<file path="src/rtl/parallel_to_serial.sv">
// Splits one N-bit word into bytes (MSB first) for a UART transmitter, pacing on tx_busy.
// First strobe one edge after acceptance, then one byte per 3 edges when tx_busy stays low; in_ready only in IDLE.
module parallel_to_serial #(
  parameter int N = 16
) (
  input  logic         iCE_CLK,
  input  logic         rst,
  input  logic [N-1:0] in_word,
  input  logic         in_valid,
  output logic         in_ready,
  output logic [7:0]   tx_byte,
  output logic         tx_valid,
  input  logic         tx_busy,
  output logic         done
);

  localparam int NBYTES = N / 8;
  localparam int CW     = $clog2(NBYTES + 1);

  typedef enum logic [1:0] {
    S_IDLE,
    S_SEND,
    S_GUARD,
    S_WAIT
  } state_t;

  state_t        state_q, state_d;
  logic [N-1:0]  shreg_q, shreg_d;
  logic [CW-1:0] count_q, count_d;
  logic [7:0]    tx_byte_q, tx_byte_d;
  logic          tx_valid_q, tx_valid_d;
  logic          done_q, done_d;

  always_ff @(posedge iCE_CLK or posedge rst) begin
    if (rst) begin
      state_q    <= S_IDLE;
      shreg_q    <= '0;
      count_q    <= '0;
      tx_byte_q  <= 8'h00;
      tx_valid_q <= 1'b0;
      done_q     <= 1'b0;
    end else begin
      state_q    <= state_d;
      shreg_q    <= shreg_d;
      count_q    <= count_d;
      tx_byte_q  <= tx_byte_d;
      tx_valid_q <= tx_valid_d;
      done_q     <= done_d;
    end
  end

  always_comb begin
    state_d    = state_q;
    shreg_d    = shreg_q;
    count_d    = count_q;
    tx_byte_d  = tx_byte_q;
    tx_valid_d = 1'b0;
    done_d     = 1'b0;
    unique case (state_q)
      S_IDLE: begin
        if (in_valid) begin
          shreg_d = in_word;
          count_d = '0;
          state_d = S_SEND;
        end
      end
      S_SEND: begin
        if (!tx_busy) begin
          tx_byte_d  = shreg_q[N-1 -: 8];
          tx_valid_d = 1'b1;
          shreg_d    = shreg_q << 8;
          count_d    = count_q + 1'b1;
          state_d    = S_GUARD;
        end
      end
      // Transmitter may raise busy one cycle late, so busy is not trusted here.
      S_GUARD: begin
        state_d = S_WAIT;
      end
      S_WAIT: begin
        if (!tx_busy) begin
          if (count_q == CW'(NBYTES)) begin
            done_d  = 1'b1;
            state_d = S_IDLE;
          end else begin
            state_d = S_SEND;
          end
        end
      end
      default: state_d = S_IDLE;
    endcase
  end

  assign in_ready = (state_q == S_IDLE);
  assign tx_byte  = tx_byte_q;
  assign tx_valid = tx_valid_q;
  assign done     = done_q;

endmodule

</file>
<file path="config.mk">
export PLATFORM = sky130hd
export DESIGN_NAME = parallel_to_serial
export DESIGN_NICKNAME = d
export VERILOG_FILES = /design/src/rtl/parallel_to_serial.sv
export SDC_FILE = /design/constraint.sdc
export NUM_CORES = 1
export LEC_CHECK = 0
export BUFFER_PORTS_ARGS = -buffer_cell sky130_fd_sc_hd__buf_2
export CAP_MARGIN = 20
export CORE_MARGIN = 3
export CORE_UTILIZATION = 45
export DETAILED_ROUTE_END_ITERATION = 10
export PLACE_DENSITY_LB_ADDON = 0.2
export SETUP_SLACK_MARGIN = 0.2
export SLEW_MARGIN = 10
export SYNTH_ARGS = -nofsm -noshare
export SYNTH_HDL_FRONTEND = slang
export SYNTH_SLANG_ARGS = --single-unit
export TNS_END_PERCENT = 1
</file>
<file path="constraint.sdc">
create_clock -name iCE_CLK -period 1.7 [get_ports iCE_CLK]
set_input_delay 0.17 -clock iCE_CLK [delete_from_list [all_inputs] [get_ports iCE_CLK]]
set_output_delay 0.17 -clock iCE_CLK [all_outputs]
set_load 0.01 [all_outputs]
</file>
# Yosys cells after proc, flatten, opt, wreduce, memory -nomap -nowiden
# Index checks and enable logic that the tools add are counted.
[totals]
regBits = 30
out_inout_bits = 11
wordCells = 36
[op_classes]
addsub = 1
n_eq_ne = 7
mux = 16
n_bitwise = 1
reduce_logical = 5
[op_table]
columns = ["op", "n"]
rows = [
  ["16-bit 2-to-1 mux", 2],
  ["16-bit one-hot mux with 2 select lines", 1],
  ["2-bit 2-to-1 mux", 5],
  ["2-bit one-hot mux with 4 select lines", 1],
  ["2-bit equality test (second input constant)", 3],
  ["1-bit 2-to-1 mux", 6],
  ["2-bit != test (second input constant)", 3],
  ["3-bit AND reduction", 2],
  ["2-bit one-hot mux with 2 select lines", 1],
  ["2-bit by 1-bit adder with 2-bit output (second input constant)", 1],
  ["2-bit by 1-bit equality test with 1-bit output (second input constant)", 1],
  ["2-bit logical NOT", 1],
  ["2-bit AND reduction", 1],
  ["2-bit nonzero test", 1],
  ["1-bit NOT", 1],
]

# Depth between registers and ports, before layout
# Gate-level depths: netlist (run 1).
[logic_depth]
depth_word = 4
ltp_mapped = 6

# Least setup slack after synthesis (run 1)
# OpenSTA, ideal clock, no wires.
[synth_path]
path_kind = "reg-to-reg"
start = "register state_q[0]"
end = "register count_q[1]"
setup_ns = 0.125
t_arrival_ns = 1.560
slack_ns = 0.015
stages_incl_launch_ff = 6
path_buffers = 1
synth_period_minus_slack_ns = 1.685
cell_sequence = "dfrtp_1 > inv_1 > ha_1 > o211ai_4 > buf_8 > mux2_4"
[synth_between]
elab_chain_len = 3
word_cells_on_any_way = 7
classes_between = "eq/ne (3); mux (1); reduce/logical (3)"
[synth_lines]
columns = ["item", "line", "source"]
rows = [
  ["start: declaration", "27", "state_t state_q, state_d;"],
  ["start signal: assignment", "43", "state_q <= state_d;"],
  ["2-bit logical NOT (*)", "-", ""],
  ["via in_ready", "10", "output logic in_ready,"],
  ["2-bit != test (no source line) or 2-bit nonzero test (tied branches)", "-", ""],
  ["3-bit AND reduction (no source line)", "-", ""],
  ["end signal: assignment", "45", "count_q <= count_d;"],
  ["end: declaration", "29", "logic [CW-1:0] count_q, count_d;"],
]
# The timed path passes the listed nets; every way through them passes the cells marked *.
# A chain may end at the register's enable or synchronous reset.

# Worst setup path after layout (run 1)
[layout_path]
start = "register state_q[0]"
end = "register shreg_q[9]"
[layout_between]
elab_chain_len = 3
word_cells_on_any_way = 7
classes_between = "eq/ne (3); mux (1); reduce/logical (3)"
[layout_lines]
columns = ["item", "line", "source"]
rows = [
  ["2-bit by 1-bit equality test with 1-bit output or 2-bit logical NOT (tied branches)", "59", "unique case (state_q)"],
  ["2-bit != test (no source line) or 2-bit nonzero test (tied branches)", "-", ""],
  ["3-bit AND reduction (no source line)", "-", ""],
  ["end signal: assignment", "44", "shreg_q <= shreg_d;"],
  ["end: declaration", "28", "logic [N-1:0] shreg_q, shreg_d;"],
]
# Parallel ways exist; a longest one is shown, timed or not.

==> metrics list, run 1 <==
- The flow ran to the end, and the final reports show no timing, DRC or antenna violations.
* Detailed placement HPWL: 1811 um
- Maximum number of pins on one net before global-route repair: 31
- Share of cell area taken by muxes after synthesis: 23.15%
* Static leakage: 0.9471 nW
- TritonCTS buffer count: 5
- Leading cell types in the layout, fill and taps excluded: buf_2 (30), dfrtp_1 (29), mux2_2 (14), buf_4 (14), mux2_4 (11)
- Summing the areas of all xor and xnor instances in the mapped netlist gives 0% of the synthesized area.
- STA classifies the critical path endpoint as a flip-flop.
- Relative slew margins: 74.80%
- Data arrives at the worst endpoint at 1.76 ns.
- Synthesis produced a netlist whose cell count is 94.
- Across the run, the number of max-cap violations was 0.
- The synthesized design contains 30 register bits.
* Routability Congestion: 0.8283
* Syn nets: 120
* Largest family of logic cells by synthesized area: multiplexers
- Overall power consumption after layout is estimated at 0.003660 W.
* CP peak stage delay: 0.43 ns
* Post-synthesis area per instance: 14.95 sq um
- The clock drives 30 sinks.
- Summing all multi-input logic gate instances after layout gives 630.6 sq um.
- Power per cell area: 1978 mW/mm^2
- First-pass detailed-route iteration total: 4
* Horizontal die dimension: 61.88 um
* Fill cell count: 240
* Routed len/inst: 14.21 um
* Simple logic cell fraction of the synthesized area: 3.651%
- Row generation in the floorplan step produced 19 rows.
- Crit path launch type: flip-flop
* Maximum root-to-sink buffer count: 2
* Adder-cell share of the synthesized area: 5.343%
* Number of pins with negative max-slew slack in the final report: 0
* Number of global-route vias before repair: 895
- Global-route met2 utilization: 24.96%
- Average via count per standard cell: 4.868
- IR analysis of the VDD net gives a maximum drop of 0.001308 V.
* Setup repair after global routing missed its margin: true
- Post-Route Hold Slack: 0.05007 ns
- Boundary Pins: 31
- The count of nets left with antenna violations once routing finished came out at 0.
* WL final: 2685 um
* Slowest-stage cell, CP: dfrtp_2
- The number of antenna diodes in the final layout is 0.
- Summing the areas of all compound-gate instances in the mapped netlist gives 10.24% of the synthesized area.
* Synthesis-to-layout area growth: 31.70%
- Worst setup path category: reg2reg
- Port Buffers: 30
* Register Area: 752.0 sq um
- From bottom edge to top edge, the die measures 61.88 um.
- Transition time at the pin with the least slew margin: 0.3780 ns
- Final standard cell utilization of the core: 64.33%
* Commonest non-fill, non-tap cell in the layout: buf_2
* Total count of hold-check failures in the final report: 0
* Final setup violation count: 0
* Core area: 0.002877 sq mm
- GR Overflow Total: 0
- Ratio of final minimum period to clock period: 91.49%
- Starting density of the core: 48.85%
- The first global-routing pass estimated 4043 um of wire.
- The floorplan step defined a die boundary enclosing 0.003829 sq mm.
* Number of H-tree levels: 2
- For met3 alone, demand over resource in global routing was 5.372%.
- TritonCTS built the clock tree.
* Worst EP required: 1.90 ns
- After synthesis the cells add up to 0.001405 sq mm.
* Worst hold path class: in2reg
* Root Driver: clkbuf_4
- DR iter-0 viols: 22
* Layout cell share with drive strength beyond 1: 66.67%
- Clock latency on the worst-skew pair, taken at its later pin, is 0.31 ns.
- Clock transition at the registers of the reported paths: 0.09 ns
- Sequential elements use 53.43% of the synthesized area.
- Count of unresolved DRC violations after routing: 0
- Synth unique cells: 24
* Fin Clk Skew: 0.003763 ns
- In this run the worst path has a maximum fanout of 7.
- The global routing stage identified its most utilized layer as met2.
* Overall Global Routing Usage: 15.06%
- Max Fclk: 643.0 MHz
* Grt met1 use: 17.02%
* Cell breakdown of the critical path: inv_2 -> ha_4 -> o211ai_4 -> buf_12 -> mux2_2
- The final layout contains 172 nets.
- The initial antenna violation count came to 0.
* Final critical delay including setup and external delays: 1.555 ns
* Number of warnings issued by yosys: 0
- The routed layout has 920 vias.
==> critical path: cells and delay by family, from the launching register on <==
kind	cells	cell delay [ns]
compound gates	1	0.27
mux	1	0.33
fa+ha+maj	1	0.18
buf+inv	2	0.24
flops	1	0.43
==> synthesized netlist by cell type <==
cell type  count  share of area, %
mux2_4         9               9.6
ha_1           6               5.3
inv_1          6               1.6
mux2_2        16                13
buf_6          1              0.80
o21ai_0        1              0.36
o211ai_4       1               1.5
buf_8          1               1.1
and3b_2        1              0.71
dfrtp_1       30                53
a31o_2         1              0.62
nand2_1        2              0.53
nand2b_1       1              0.45
a32oi_1        1              0.62
mux2i_1        1              0.71
a22o_2         8               5.7
a211oi_1       1              0.53
nor3b_1        1              0.53
buf_2          1              0.36
o211ai_1       1              0.53
clkbuf_2       1              0.36
nand2b_4       1              0.98
a21oi_1        1              0.36
nor2b_1        1              0.45
==> per-stage QoR <==
step | std cells | area [sq um] | TNS, ns | setup WS (ns)
6_report | 189 | 1851 | 0 | 0.1447
5_1_grt | 189 | 1851 | 0 | 0.09513
4_1_cts | 182 | 1770 | 0 | 0.1375
3_5_place_dp | 167 | 1634 | -0.1587 | -0.02634
3_3_place_gp | 167 | 1634 | 0 | 0.0007059
2_1_floorplan | 94 | 1430 | 0 | 0.1362
==> path summary, 6_finish.rpt <==
check / start / to / slack (ns) / cells after the start
worst max register to register: state_q[0] / shreg_q[9] / 0.14 / 5
worst max-delay path: state_q[0] / shreg_q[9] / 0.14 / 5
worst min-delay path: tx_busy / done / 0.05 / 2
min in group asynchronous: rst / shreg_q[7] / 0.46 / 4
worst min register to register: tx_byte[3] / tx_byte[3] / 0.51 / 1
max in group asynchronous: rst / state_q[0] / 0.95 / 4
==> power breakdown <==
group          internal (W)  switching (W)
sequential          0.00103       0.000162
clock              0.000200       0.000238
combinational       0.00125       0.000780
total               0.00248        0.00118
==> cells by family (layout without fill, tap and decap cells) <==
kind of cell,Yosys count,count (layout)
AO/OA/AOI/OAI,15,15
adder cells (fa/ha/maj),6,6
buffers and inverters,10,63
flip-flops,30,30
multiplexers,26,26
AND/OR/NAND/NOR,7,7
==> state kept, by name, indices dropped and copies added (netlist names) <==
signal    flops
state_q       2
count_q       2
shreg_q      16
tx_valid      1
tx_byte       8
done          1
==> metal layers <==
metal	vias to the layer above	part of all wire [%]
li1	440	-
met1	450	43
met2	23	51
met3	7	4.2
met4	0	1.9
met5	-	0
==> what timing repair did <==
item                       in CTS  in global routing
gates resized for setup         3                  4
pin swaps                       1                  2
setup endpoints to repair      26                 26
setup buffers                   6                  6
hold buffers                    1                  0
hold endpoints to repair       30                  0
gates cloned                    0                  1
==> cell type report <==
cell class	count	share of cell area [%]
sequential	30	40.64
clock buffer	7	2.975
tap	42	2.840
timing repair buffer	49	17.99
inverter	6	1.217
multi-input combinational	54	34.08
clock inverter	1	0.2705
(Power assumes the default switching activity.)
==> run 2: changes to the inputs <==
- clock period: 1.7 -> 2 ns (I/O delays scaled with it)
==> run 2 against run 1 <==
Count of clock-buffer cells in the layout did not move. Worst setup slack gained 0.15 ns. Hold slack gained 0.026 ns. Largest power group unchanged. Highest routed layer unchanged. Power is 26% lower. Utilization shrank 4.8 points. Largest cell class unchanged. Sequential power is 15% lower. Clock power down 15%. Flip-flop and latch count unchanged. Clock skew up 0.0020 ns. Critical endpoint unchanged. First-iteration DRC count rose by 4.5%.
==> metrics list, run 2 (synthesized netlist as in run 1, its figures left out) <==
- Overall Global Routing Usage: 15.36% (+0.30 points)
- The number of global-route vias before repair came to 876 (-2.1%).
- Maximum number of pins on one net before global-route repair: 31 (unchanged)
- Total count of hold-check failures in the final report: 0 (unchanged)
- Routability Congestion: 0.6977 (-16%)
- The worst hold path terminates at done.
- Slack of the critical path: 0.2931 ns (+0.1484 ns)
- Root Driver: clkbuf_4
* Detailed placement HPWL: 1778 um (-1.8%)
- Clock transition at the registers of the reported paths: 0.09 ns (about the same)
* Worst reg2reg setup slack: 0.29 ns (+0.15 ns)
- The critical path arrival came to 1.92 ns (+0.16 ns).
- Clock sinks: 30 (unchanged)
* Static leakage: 0.8706 nW (-8.1%)
- The number of standard-cell rows in the floorplan is 19 (unchanged).
* Path depth of the worst reg2reg path: 5 (unchanged)
* Pre-CTS setup slack: 0.1284 ns (+0.1547 ns)
- The number of port buffers came to 30 (unchanged).
* Global-route wire length before repair: 4084 um (+1.0%)
- Compared with the post-synthesis result, the final layout area differs by 21.82%.
* Ratio of final minimum period to clock period: 85.35% (-6.1 points)
- Fill cell count: 266 (+11%)
* DR iter-0 viols: 23 (+4.5%)
- The fraction of final layout cells sized beyond drive strength 1 was 60.74% (-5.9 points).
- Worst Min Path Start: tx_busy
* Core area: 0.002877 sq mm (unchanged)
- The utilization after layout was 59.50% (-4.8 points).
- The number of flip-flops under the largest register name is 16 (unchanged).
- Clock latency on the worst-skew pair: 0.32 ns (about the same)
- First-pass detailed-route iteration total: 4 (unchanged)
- The achievable frequency was 585.9 MHz (-8.9%).
- STA classifies the critical path startpoint as a flip-flop.
- The number of nets in the layout came to 160 (-7.0%).
- Setup repair after global routing missed its margin: false
- Horizontal die dimension: 61.88 um (unchanged)
- Largest reg by FF count: shreg_q
- Leading cell types in the layout, fill and taps excluded: dfrtp_1 (30), buf_2 (30), mux2_2 (16)
* Fin Clk Skew: 0.005801 ns (+0.002038 ns)
- Boundary Pins: 31 (unchanged)
- The largest driver fanout on the critical path is 8 (+1).
* Outcome: completed
- Die Footprint: 0.003829 sq mm (unchanged)
* Power per cell area: 1591 mW/mm^2 (-20%)
- Count of unresolved DRC violations after routing: 0 (unchanged)
- By startpoint and endpoint, the worst setup path is classified as reg2reg.
- The final number of setup-violating endpoints came to 0 (unchanged).
- GR Overflow Total: 0 (unchanged)
- Relative slew margins: 68.12% (-6.7 points)
* Worst hold path class: in2reg
* Aggregate negative setup slack: 0 ns (unchanged)
* Post-route insts no fill: 177 (-6.3%)
- Average via count per standard cell: 4.932 (+1.3%)
- The routed wirelength normalized by instance count is 14.36 um (+1.1%).
- The worst register-to-register path ends at shreg_q[9].
* Final critical delay including setup and external delays: 1.707 ns (+0.1516 ns)
- The cell depth of the worst hold path was 2 (unchanged).
* Number of pins with negative max-slew slack in the final report: 0 (unchanged)
* Transition time at the pin with the least slew margin: 0.4783 ns (+0.1003 ns)
- TritonCTS built the clock tree.
- The die outline height was 61.88 um (unchanged).
- Placed Instance Area: 0.001594 sq mm (-2.5%)
* Reg2Reg Launch Point: state_q[1]
- Antenna Diode Count: 0 (unchanged)
* Max-capacitance violation count: 0 (unchanged)
* Critical path capture point type: flip-flop
* Antenna-violating nets left: 0 (unchanged)
- WL final: 2542 um (-5.3%)
- Total via count in the routed design: 873 (-5.1%)
- VDD IR-drop max: 0.0007816 V (-40%)
* Worst EP required: 2.21 ns (+0.31 ns)
* Antenna violations before repair: 0 (unchanged)
- Layout Cell Area excl Fill: 0.001712 sq mm (-7.5%)
- TritonCTS buffer count: 5 (unchanged)
- Maximum root-to-sink buffer count: 2 (unchanged)
* Number of H-tree levels: 2 (unchanged)
- Starting density of the core: 48.85% (unchanged)
- The cell total after placement was 165 (-1.2%).
==> run 2: cell count changes in the layout (fill, tap and decap cells not counted), sizes merged <==
cell and delta:
buf -11, clkbuf -1
==> run 2: worst max-delay path, stage by stage, from the launching register on <==
cell,delay [ns]
dfrtp_1,0.41
inv_1,0.21
ha_4,0.21
buf_4,0.20
mux2_4,0.31
mux2_2,0.26
==> run 2: per-stage QoR <==
stage	hold slack, ns	power (W)
global route	0.07501	0.002946
CTS	0.05628	0.002707
global placement	0.2911	0.002201
finish	0.07629	0.002723
detailed placement	0.2968	0.002260
floorplan	0.2702	0.002008
==> run 2: repair_timing <==
item                                   in CTS  in global routing
setup endpoints to repair                   9                  8
buffers inserted                            3                  0
resized for setup                           0                  4
hold buffers                                1                  0
pin swaps                                   1                  0
endpoints found under the hold margin      30                  0
==> run 2: power breakdown <==
group          total, W  switching [W]  internal [W]  leakage, nW
clock network  0.000372       0.000202      0.000170       0.0353
registers       0.00101       0.000131      0.000875        0.383
logic           0.00135       0.000574      0.000771        0.452
==> run 2: routing by layer <==
layer / wire [um] / global-route usage, % / up-vias
met3: 163 / 5.992 / 4
met5: 0 / 0 / -
li1: - / - / 414
met2: 1304 / 24.51 / 27
met1: 1040 / 18.72 / 428
met4: 34 / 6.061 / 0
==> run 2: area by class of cell <==
type                            instances  area (sq um)  share of cell area (%)
Clock buffer                            7         55.05                   3.216
Clock inverter                          1         5.005                  0.2924
Inverter                                6         22.52                   1.316
Multi-Input combinational cell         54         620.6                   36.26
Sequential cell                        30         750.7                   43.86
Tap cell                               42         52.55                   3.070
Timing Repair Buffer                   37         205.2                   11.99
==> run 2: how the worst max path moves through the flow <==
stage	startpoint	to	slack, ns	cells past startpoint
2_1_floorplan	state_q[0]	count_q[1]	0.32	5
3_3_place_gp	state_q[0]	shreg_q[14]	0.18	4
3_5_place_dp	state_q[0]	shreg_q[12]	0.13	4
4_1_cts	state_q[1]	shreg_q[14]	0.24	5
5_1_grt	state_q[1]	shreg_q[14]	0.22	5
6_report	state_q[1]	shreg_q[9]	0.29	5
==> run 3: changes to the inputs <==
==> constraint.sdc (replaced) <==
create_clock -name iCE_CLK -period 2 [get_ports iCE_CLK]
set_input_delay 0.4 -clock iCE_CLK [delete_from_list [all_inputs] [get_ports iCE_CLK]]
set_output_delay 0.4 -clock iCE_CLK [all_outputs]
set_load 0.01 [all_outputs]
==> run 3 against run 2 <==
Power shrank 1.7%. Final cell count decreased by 0.56%. Register-to-register slack barely moved. Sequential power hardly changed. Routed wire length shrank 1.6%. Utilization fell by 1.0 points. Die area unchanged. Clock skew about the same. Highest routed layer unchanged. Clock power about the same. Flip-flop and latch count did not move. Worst setup slack got worse by 0.021 ns. Global-route usage did not move. Largest power group unchanged.
==> metrics list, run 3 (synthesized netlist as in run 1, its figures left out) <==
- The run finished with clean final reports.
* Number of H-tree levels: 2 (unchanged)
- The die outline width was 61.88 um (unchanged).
* Clock transition at the registers of the reported paths: 0.09 ns (about the same)
- STA classifies the critical path startpoint as a flip-flop.
* First-pass detailed-route iteration total: 4 (unchanged)
- WL met2: 1266 um (-2.9%)
* Layout cell share with drive strength beyond 1: 61.19% (+0.45 points)
* Final critical delay including setup and external delays: 1.728 ns (+0.02146 ns)
- Arrival time reported for the critical path endpoint: 1.33 ns (-0.59 ns)
- Routed len/inst: 14.21 um (-1.1%)
* Net count reported at finish: 159 (-0.63%)
- The highest ir drop seen on vdd was 0.0007719 V (-1.2%).
- The largest driver fanout on the critical path was 5 (-3).
* Aggregate negative setup slack: 0 ns (unchanged)
* Largest reg by FF count: shreg_q
- Max Fclk: 578.6 MHz (-1.2%)
* Cell row count: 19 (unchanged)
* Number of pins with negative max-slew slack in the final report: 0 (unchanged)
* Max-capacitance violation count: 0 (unchanged)
- The die outline height is 61.88 um (unchanged).
- The data required time at the worst endpoint came to 1.60 ns (-0.61 ns).
- Worst reg2reg setup slack: 0.29 ns (about the same)
- The transition time at the pin with the least slew margin came to 0.5101 ns (+0.03180 ns).
* Number of placed instances, taps included: 165 (unchanged)
* Clock latency on the worst-skew pair: 0.32 ns (about the same)
* Max layer used: met4
- Worst hold path class: in2async
- The final number of setup-violating endpoints came to 0 (unchanged).
- The internal power contribution came to 0.001791 W (-1.4%).
- Source of the critical timing path: state_q[1]
* Boundary Pins: 31 (unchanged)
* Net switching share of the total power: 33.09% (-0.22 points)
* Relative slew margins: 66.00% (-2.1 points)
- The placer congestion estimate is 0.6977 (unchanged).
- CTS tree: yes
- The sequential group share of total power came to 37.4% (+0.5 points).
- Maximum root-to-sink buffer count: 2 (unchanged)
* Overall Global Routing Usage: 15.36% (unchanged)
- Maximum number of pins on one net before global-route repair: 31 (unchanged)
- WL met1: 1018 um (-2.1%)
* Fill cell count: 271 (+1.9%)
* Reg2Reg Launch Point: state_q[1]
* Part of the power in combinational logic: 48.8% (-0.6 points)
- Antenna violations before repair: 0 (unchanged)
- Met3 wire length: 164 um (+0.61%)
* TritonCTS buffer count: 5 (unchanged)
* Number of buffers added to fix hold violations after cts: 0 (-1)
- The leakage power of the design came to 0.8630 nW (-0.87%).
* Register Area: 750.7 sq um (unchanged)
- The initial core utilization was 48.85% (unchanged).
* WL final: 2501 um (-1.6%)
- Leading cell types in the layout, fill and taps excluded: dfrtp_1 (30), buf_2 (30), mux2_2 (16)
- Flip-flop count of the largest register, all copies and words added: 16 (unchanged)
- Ratio of final minimum period to clock period: 86.42% (+1.1 points)
- The remaining global-route overflow was 0 (unchanged).
* Detailed placement HPWL: 1778 um (unchanged)
* Fin Clk Skew: 0.005646 ns (-0.0001549 ns)
* Switch Pwr: 0.0008853 W (-2.4%)
* Area taken by multi-input logic gates: 600.6 sq um (-3.2%)
* Core area: 0.002877 sq mm (unchanged)
- DR iter-0 viols: 15 (-35%)
- In this run the clock root is driven by a clkbuf_4.
* Die Footprint: 0.003829 sq mm (unchanged)
- Worst setup path category: reg2out
- Count of unresolved DRC violations after routing: 0 (unchanged)
- Antenna Diode Count: 0 (unchanged)
- Global-route wire length before repair: 4084 um (unchanged)
- Setup repair after global routing missed its margin: true
- The count of final hold-check violations was 0 (unchanged).
* Average via count per standard cell: 4.955 (+0.45%)
- The non-filler instance count after layout was 176 (-0.56%).
- Critical path capture point type: output port
- Clock sinks: 30 (unchanged)
* Number of global-route vias before repair: 876 (unchanged)
* Portion of total power attributed to the clock network: 13.9% (+0.2 points)
- From synthesis to final layout, the design area changed by 19.68%.
- Antenna-violating nets left: 0 (unchanged)
* Port Buffers: 30 (unchanged)
* Total via count in the routed design: 872 (-0.11%)
- The areal power density over the cells came to 1591 mW/mm^2 (about the same).
-- run 3: cell types whose count changed in the layout (fill, tap and decap cells not counted), sizes merged --
cell / delta
dlygate4sd3: -1
-- run 3: stage by stage --
stage          instance area, sq um  power, W  utilization [%]  hold slack, ns  setup WS, ns
3_3_place_gp                   1594  0.002201            55.42          0.4814        0.1798
5_1_grt                        1682  0.002901            58.46          0.1390        0.1829
4_1_cts                        1677  0.002706            58.29          0.1357        0.1878
2_1_floorplan                  1405  0.002008                -          0.4702        0.3151
6_report                       1682  0.002676            58.46          0.1357        0.2716
3_5_place_dp                   1594  0.002260            55.42          0.4885        0.1284
-- run 3: final cells by class --
| class | count | area share [%] |
|---|---|---|
| clock buffers | 7 | 3.274 |
| repair buffers | 36 | 11.61 |
| clock inverters | 1 | 0.2976 |
| well taps | 42 | 3.125 |
| flip-flops and latches | 30 | 44.64 |
| inverters | 6 | 1.339 |
| multi-input cells | 54 | 35.71 |
-- run 3: path summary, 6_finish.rpt --
| check | end | cells past startpoint |
|---|---|---|
| worst max-delay path | in_ready | 3 |
| worst min-delay path | count_q[1] | 3 |
| worst max register to register | shreg_q[9] | 5 |
| worst min register to register | tx_byte[2] | 1 |
| max in group asynchronous | tx_byte[3] | 3 |
| min in group iCE_CLK | done | 2 |
-- run 3: power groups by stage --
stage / Sequential, W / Clock, W / Combinational (W)
after global routing: 0.00104 / 0.000423 / 0.00144
after floorplan: 0.00103 / 0 / 0.000979
after CTS: 0.00100 / 0.000388 / 0.00131
after global placement: 0.00100 / 0 / 0.00120
after detailed placement: 0.00102 / 0 / 0.00124
final: 0.00100 / 0.000371 / 0.00131
-- run 3: what timing repair did --
item                       CTS  global route
resized for setup            0             2
hold endpoints to repair     0             0
pin swaps                    1             0
setup buffers                3             0
setup endpoints to repair   10             9
-- run 3: routing by layer --
layer	global-route usage, %	up-vias
li1	-	411
met1	18.72	427
met2	24.51	27
met3	5.992	7
met4	6.061	0
met5	0	-
-- run 3: worst max-delay path, stage by stage, from the launching register on --
cell and delay (ns):
dfrtp_1 0.41, inv_1 0.15, ha_2 0.28, buf_2 0.16
